$ cat src/rtl/data_mem_responder.sv
// Data-memory responder: word storage answering load/store requests over a
// valid/ready request-response handshake after LATENCY wait cycles.
module data_mem_responder #(
    parameter int DEPTH   = 64,
    parameter int LATENCY = 2
) (
    input  logic        clk,
    input  logic        reset,
    input  logic        req_valid,
    output logic        req_ready,
    input  logic        req_write,
    input  logic [31:0] req_addr,
    input  logic [31:0] req_wdata,
    input  logic [3:0]  req_be,
    output logic        resp_valid,
    input  logic        resp_ready,
    output logic [31:0] resp_rdata,
    output logic        resp_err
);

    localparam int          AW         = $clog2(DEPTH);
    localparam logic [31:0] ADDR_LIMIT = 32'(4 * DEPTH);
    localparam logic [3:0]  LAT_M1     = (LATENCY > 0) ? 4'(LATENCY - 1) : 4'd0;

    typedef enum logic [1:0] {
        ST_IDLE,
        ST_WAIT,
        ST_RESP
    } state_t;

    state_t      state;
    logic [3:0]  cnt;
    logic        lat_write;
    logic [31:0] lat_addr;
    logic [31:0] lat_wdata;
    logic [3:0]  lat_be;

    logic [31:0] mem [DEPTH];

    logic          accept;
    logic          enter_resp;
    logic          c_write;
    logic [31:0]   c_addr;
    logic [31:0]   c_wdata;
    logic [3:0]    c_be;
    logic          c_err;
    logic [AW-1:0] c_idx;

    // Commit operands: with zero latency RESP is entered on the accepting
    // edge itself, before the latches hold the request, so use the live inputs.
    always_comb begin
        accept     = 1'b0;
        enter_resp = 1'b0;
        c_write    = lat_write;
        c_addr     = lat_addr;
        c_wdata    = lat_wdata;
        c_be       = lat_be;
        if (state == ST_IDLE) begin
            c_write = req_write;
            c_addr  = req_addr;
            c_wdata = req_wdata;
            c_be    = req_be;
        end
        accept = reset && (state == ST_IDLE) && req_valid && req_ready;
        if (reset) begin
            if (accept && (LATENCY == 0))
                enter_resp = 1'b1;
            if ((state == ST_WAIT) && (cnt == 4'd0))
                enter_resp = 1'b1;
        end
        c_err = (c_addr[1:0] != 2'b00) || (c_addr >= ADDR_LIMIT);
        c_idx = c_addr[AW+1:2];
    end

    // Storage: byte-enabled store commit on entry to RESP; never reset.
    always_ff @(posedge clk) begin
        if (enter_resp && c_write && !c_err) begin
            for (int unsigned b = 0; b < 4; b++) begin
                if (c_be[b])
                    mem[c_idx][8*b +: 8] <= c_wdata[8*b +: 8];
            end
        end
    end

    // Control FSM with registered handshake and response outputs.
    always_ff @(posedge clk or negedge reset) begin
        if (!reset) begin
            state      <= ST_IDLE;
            cnt        <= '0;
            req_ready  <= 1'b0;
            resp_valid <= 1'b0;
            resp_rdata <= '0;
            resp_err   <= 1'b0;
            lat_write  <= 1'b0;
            lat_addr   <= '0;
            lat_wdata  <= '0;
            lat_be     <= '0;
        end else begin
            if (enter_resp) begin
                state      <= ST_RESP;
                resp_valid <= 1'b1;
                resp_err   <= c_err;
                resp_rdata <= (!c_err && !c_write) ? mem[c_idx] : '0;
            end
            case (state)
                ST_IDLE: begin
                    if (accept) begin
                        req_ready <= 1'b0;
                        lat_write <= req_write;
                        lat_addr  <= req_addr;
                        lat_wdata <= req_wdata;
                        lat_be    <= req_be;
                        if (LATENCY > 0) begin
                            state <= ST_WAIT;
                            cnt   <= LAT_M1;
                        end
                    end else begin
                        req_ready <= 1'b1;
                    end
                end
                ST_WAIT: begin
                    if (cnt != 4'd0)
                        cnt <= cnt - 4'd1;
                end
                ST_RESP: begin
                    if (resp_ready) begin
                        state      <= ST_IDLE;
                        req_ready  <= 1'b1;
                        resp_valid <= 1'b0;
                        resp_err   <= 1'b0;
                        resp_rdata <= '0;
                    end
                end
                default: begin
                    state <= ST_IDLE;
                end
            endcase
        end
    end

endmodule
$ cat config.mk
export PLATFORM = sky130hd
export DESIGN_NAME = data_mem_responder
export DESIGN_NICKNAME = d
export VERILOG_FILES = /design/src/rtl/data_mem_responder.sv
export SDC_FILE = /design/constraint.sdc
export NUM_CORES = 2
export LEC_CHECK = 0
export CAP_MARGIN = 20
export CORE_MARGIN = 2
export CORE_UTILIZATION = 35
export CTS_CLUSTER_SIZE = 10
export DETAILED_ROUTE_END_ITERATION = 10
export HOLD_SLACK_MARGIN = 0.1
export PLACE_DENSITY = 0.51
export RECOVER_POWER = 25
export SETUP_SLACK_MARGIN = 0.4
export SLEW_MARGIN = 30
export SYNTH_ARGS = -nofsm -noshare
export SYNTH_HDL_FRONTEND = slang
export SYNTH_SLANG_ARGS = --single-unit
$ cat constraint.sdc
create_clock -name clk -period 4.8 [get_ports clk]
set_clock_uncertainty 0.1 [all_clocks]
set_input_delay 1.2 -clock clk [delete_from_list [all_inputs] [get_ports clk]]
set_output_delay 1.2 -clock clk [all_outputs]
set_load 0.005 [all_outputs]
==> results summary <==
The flow ran to the end, but the final reports show violations. The checks that failed: capacitance limit, slew limit. The last element of the critical path is mem[33][6]$_DFFE_PP_. The total chip power came out at 61.1 mW. The level count of the clock H-tree is 4. In this run the mean area of a mapped cell was 15.8 sq um. The worst ir drop on vdd is 0.767 mV. The global-route usage over all layers came out at 22.9%. Ranked by instance count, the synthesized netlist is headed by sky130_fd_sc_hd__edfxtp_1, sky130_fd_sc_hd__o22ai_1, sky130_fd_sc_hd__nand2_1, sky130_fd_sc_hd__nor3_1, sky130_fd_sc_hd__nor2_1.

After legalization and detailed placement, the total HPWL measured 175000 um. The placeable core area came out at 0.230 sq mm. The sequential cell area fraction in the yosys report came out at 79.2%. The leading register cell type out of synthesis is sky130_fd_sc_hd__edfxtp_1. The number of cells on the worst reg-to-reg path is 5. In this run, distinct cell masters in the synthesized netlist total 73. The measured slew at the worst slew-check pin came out at 2.21 ns. The number of enable flip-flop cells after synthesis came out at 2048. The startpoint of the lowest-slack register-to-register path is state[1]$_DFF_PN0_. The area of the die is 0.236 sq mm. By area the synthesized netlist is led by sky130_fd_sc_hd__edfxtp_1, sky130_fd_sc_hd__o22ai_1, sky130_fd_sc_hd__dfrtp_1. Dividing the detail-routed wire length by the instance count gives 30.4 um. The share of Yosys cell area claimed by the top area cell type is 75.8%. The pin count of the biggest net entering global routing came out at 65. The number of sinks handled by clock tree synthesis came out at 2158. The worst-case register-to-register setup slack came out at 0.54 ns. The top-level I/O count is 108. The count of pins over their slew limit is 412.

In this run the deepest clock path goes through 3 buffers. The worst hold margin came out at 0.402 ns. The via count of the first global-routing pass is 51100. The first-pass GRT wire length is 390000 um.

The biggest area contributor in the post-synthesis netlist is sky130_fd_sc_hd__edfxtp_1. The post-cts repair resize count is 0. The worst setup path is launched from a flop. The initial antenna violation count is 11. The relative slew slack came out at -47.4%. The first TritonRoute pass finished after 8 iterations. The synthesized flop and latch total came out at 2158. The fmax came out at 235 MHz. The count of unresolved DRC violations after routing is 0. The initial DRC count is 6517.

The detail-routed via count per cell is 5.81. The synthesized netlist net count is 5198. The signal arrival time at the worst endpoint came out at 4.68 ns. The global route total overflow is 0. Dividing the final minimum period by the clock period gives 88.7%. The placer congestion estimate is 0.869.

The Yosys step of the flow raised 0 warnings. The most common cell in the synthesized netlist is sky130_fd_sc_hd__edfxtp_1. The number of endpoints failing setup at the final stage is 0. The net count reported at finish is 5900. The worst setup path is of the reg2reg kind.

The critical path starts at state[1]$_DFF_PN0_. Setup repair after global routing left no endpoint under its margin. In this run the worst hold path is classified as reg2reg. The capturing point of the worst reg2reg path is mem[33][6]$_DFFE_PP_. The leakage power came out at 32.3 nW. Cells with a size suffix above 1 make up 18.2% of the layout. Once the floorplan was initialized, standard cells occupied 35.2% of the core.

CTS placed an instance of sky130_fd_sc_hd__clkbuf_16 at the clock tree root. The synthesis-to-finish area growth is 20.7%. The standard-cell row count came out at 176. The post-synth design cell area came out at 0.0811 sq mm. The worst path required time is 5.22 ns. The number of nets with antenna violations after routing came out at 0. The overall die width is 485 um. The overall routed net length came out at 276000 um. The cell depth of the worst setup path is 5.

The gate count of the mapped netlist came out at 5124. On the critical path, the stage with the largest delay is an instance of sky130_fd_sc_hd__clkbuf_1. The final number of hold-violating endpoints is 0. The layout has 20700 filler cells. The buffers plus inverters on the worst setup path came out at 2.

Clock tree synthesis inserted a total of 237 buffers. TritonCTS built the clock tree. The largest stage delay on the critical path is 0.96 ns.

The worst setup path is captured at a flop. The final critical path time including I/O delays and setup is 4.26 ns. The max capacitance violation total came out at 9. The async set or reset register ratio after synthesis came out at 5.10%. The quantity of I/O buffers inserted on ports came out at 107.

The power density normalized to cell area came out at 625 mW/mm^2. Of all nets on the critical path, the largest fanout is 24. The clock insertion delay at the later pin of the skew report is 0.88 ns.

After clock tree synthesis, the setup repair step added 0 buffers. Walking the worst path, the cells encountered are nor2_4 -> clkbuf_1 -> nand2_1 -> nand2_1 -> clkbuf_1. The cell family contributing the most delay on the critical path is buffers and inverters. The clock transition time at the flip-flop clock pins of the worst setup and hold paths is 0.06 ns. The die is 485 um tall. Hold repair after CTS inserted 0 buffers. Across all layers, the routed design uses 52700 vias.
## power breakdown
group / switching [mW] / internal, mW / total, mW
registers: 0.244 / 24.5 / 24.7
logic: 14.2 / 5.39 / 19.6
clock network: 7.41 / 9.47 / 16.9
## worst min-delay path by stage
stage / end / cells after the start / start
finish: lat_addr[19]$_DFFE_PN0P_ / 1 / lat_addr[19]$_DFFE_PN0P_
global route: lat_wdata[19]$_DFFE_PN0P_ / 1 / lat_wdata[19]$_DFFE_PN0P_
CTS: lat_addr[31]$_DFFE_PN0P_ / 2 / reset
detailed placement: lat_wdata[23]$_DFFE_PN0P_ / 1 / lat_wdata[23]$_DFFE_PN0P_
global placement: lat_wdata[28]$_DFFE_PN0P_ / 1 / lat_wdata[28]$_DFFE_PN0P_
floorplan: resp_rdata[11]$_DFF_PN0_ / 2 / resp_rdata[11]$_DFF_PN0_
## stage by stage
stage               instance area, sq um  cells  setup TNS (ns)  util (%)  setup slack (ns)
global placement                   90900   8613          -0.295      39.5            -0.190
detailed placement                 90900   8613          -0.325      39.5            -0.213
global route                       97900   9069               0      42.5             0.266
floorplan                          81100   5124               0         -              1.02
CTS                                98000   9067               0      42.6             0.683
finish                             97900   9071               0      42.5             0.540
## kinds of logic (layout without fill, tap and decap cells)
family          count (synthesis)  count (layout)  share of synthesized area [%]
other cells                     0               4                              0
buf+inv                       362            1279                           2.08
xor+xnor                        2               2                         0.0216
simple gates                 1225            1225                           6.56
compound gates               1289            1289                           10.9
mux                            87              87                           1.19
flops                        2158            2158                           79.2
fa+ha+maj                       1               1                         0.0154
## registers in the layout, summed over array words and instances, names as in the netlist
signal	cells
lat_wdata	32
mem	2048
lat_write	1
cnt	4
req_ready	1
state	2
lat_addr	32
resp_rdata	32
resp_err	1
lat_be	4
resp_valid	1
## placed cells by master (no fill, tap or decap), types with 73 or more instances in the layout
master                            count
sky130_fd_sc_hd__mux2_2              73
sky130_fd_sc_hd__a21oi_1            194
sky130_fd_sc_hd__o22a_1              79
sky130_fd_sc_hd__o221ai_1           136
sky130_fd_sc_hd__nand2_1            495
sky130_fd_sc_hd__dfrtp_1            110
sky130_fd_sc_hd__nand3_1             75
sky130_fd_sc_hd__nor3_1             285
sky130_fd_sc_hd__o22ai_1            580
sky130_fd_sc_hd__clkbuf_1           206
sky130_fd_sc_hd__nor2_1             238
sky130_fd_sc_hd__buf_12              82
sky130_fd_sc_hd__buf_4              611
sky130_fd_sc_hd__clkdlybuf4s50_1    106
sky130_fd_sc_hd__edfxtp_1          2048
sky130_fd_sc_hd__clkbuf_16          239
## layer usage
| layer | GRT usage (%) | wire length, um | up-vias |
|---|---|---|---|
| met5 | 0 | 27 | - |
| li1 | - | - | 22100 |
| met4 | 5.81 | 6680 | 4 |
| met2 | 35.7 | 127000 | 2526 |
| met3 | 3.96 | 23000 | 383 |
| met1 | 33.2 | 119000 | 27800 |
## worst reg2reg max path, cell delays in order (launching register included)
cell and delay (ns):
sky130_fd_sc_hd__dfrtp_1 0.57, sky130_fd_sc_hd__nor2_4 0.38, sky130_fd_sc_hd__clkbuf_1 0.96, sky130_fd_sc_hd__nand2_1 0.15, sky130_fd_sc_hd__nand2_1 0.82, sky130_fd_sc_hd__clkbuf_1 0.89
## cell type report
| type | instances | area, sq um | share of cell area (%) |
|---|---|---|---|
| antenna | 4 | 10.0 | 0.0102 |
| clock buffer | 436 | 6750 | 6.90 |
| inverter | 6 | 22.5 | 0.0230 |
| tap | 3026 | 3790 | 3.87 |
| timing repair buffer | 819 | 7370 | 7.54 |
| sequential | 2158 | 64300 | 65.7 |
| multi-input combinational | 2604 | 15400 | 15.7 |
| clock inverter | 18 | 318 | 0.325 |
No activity file was read; power rests on OpenSTA's default activity.
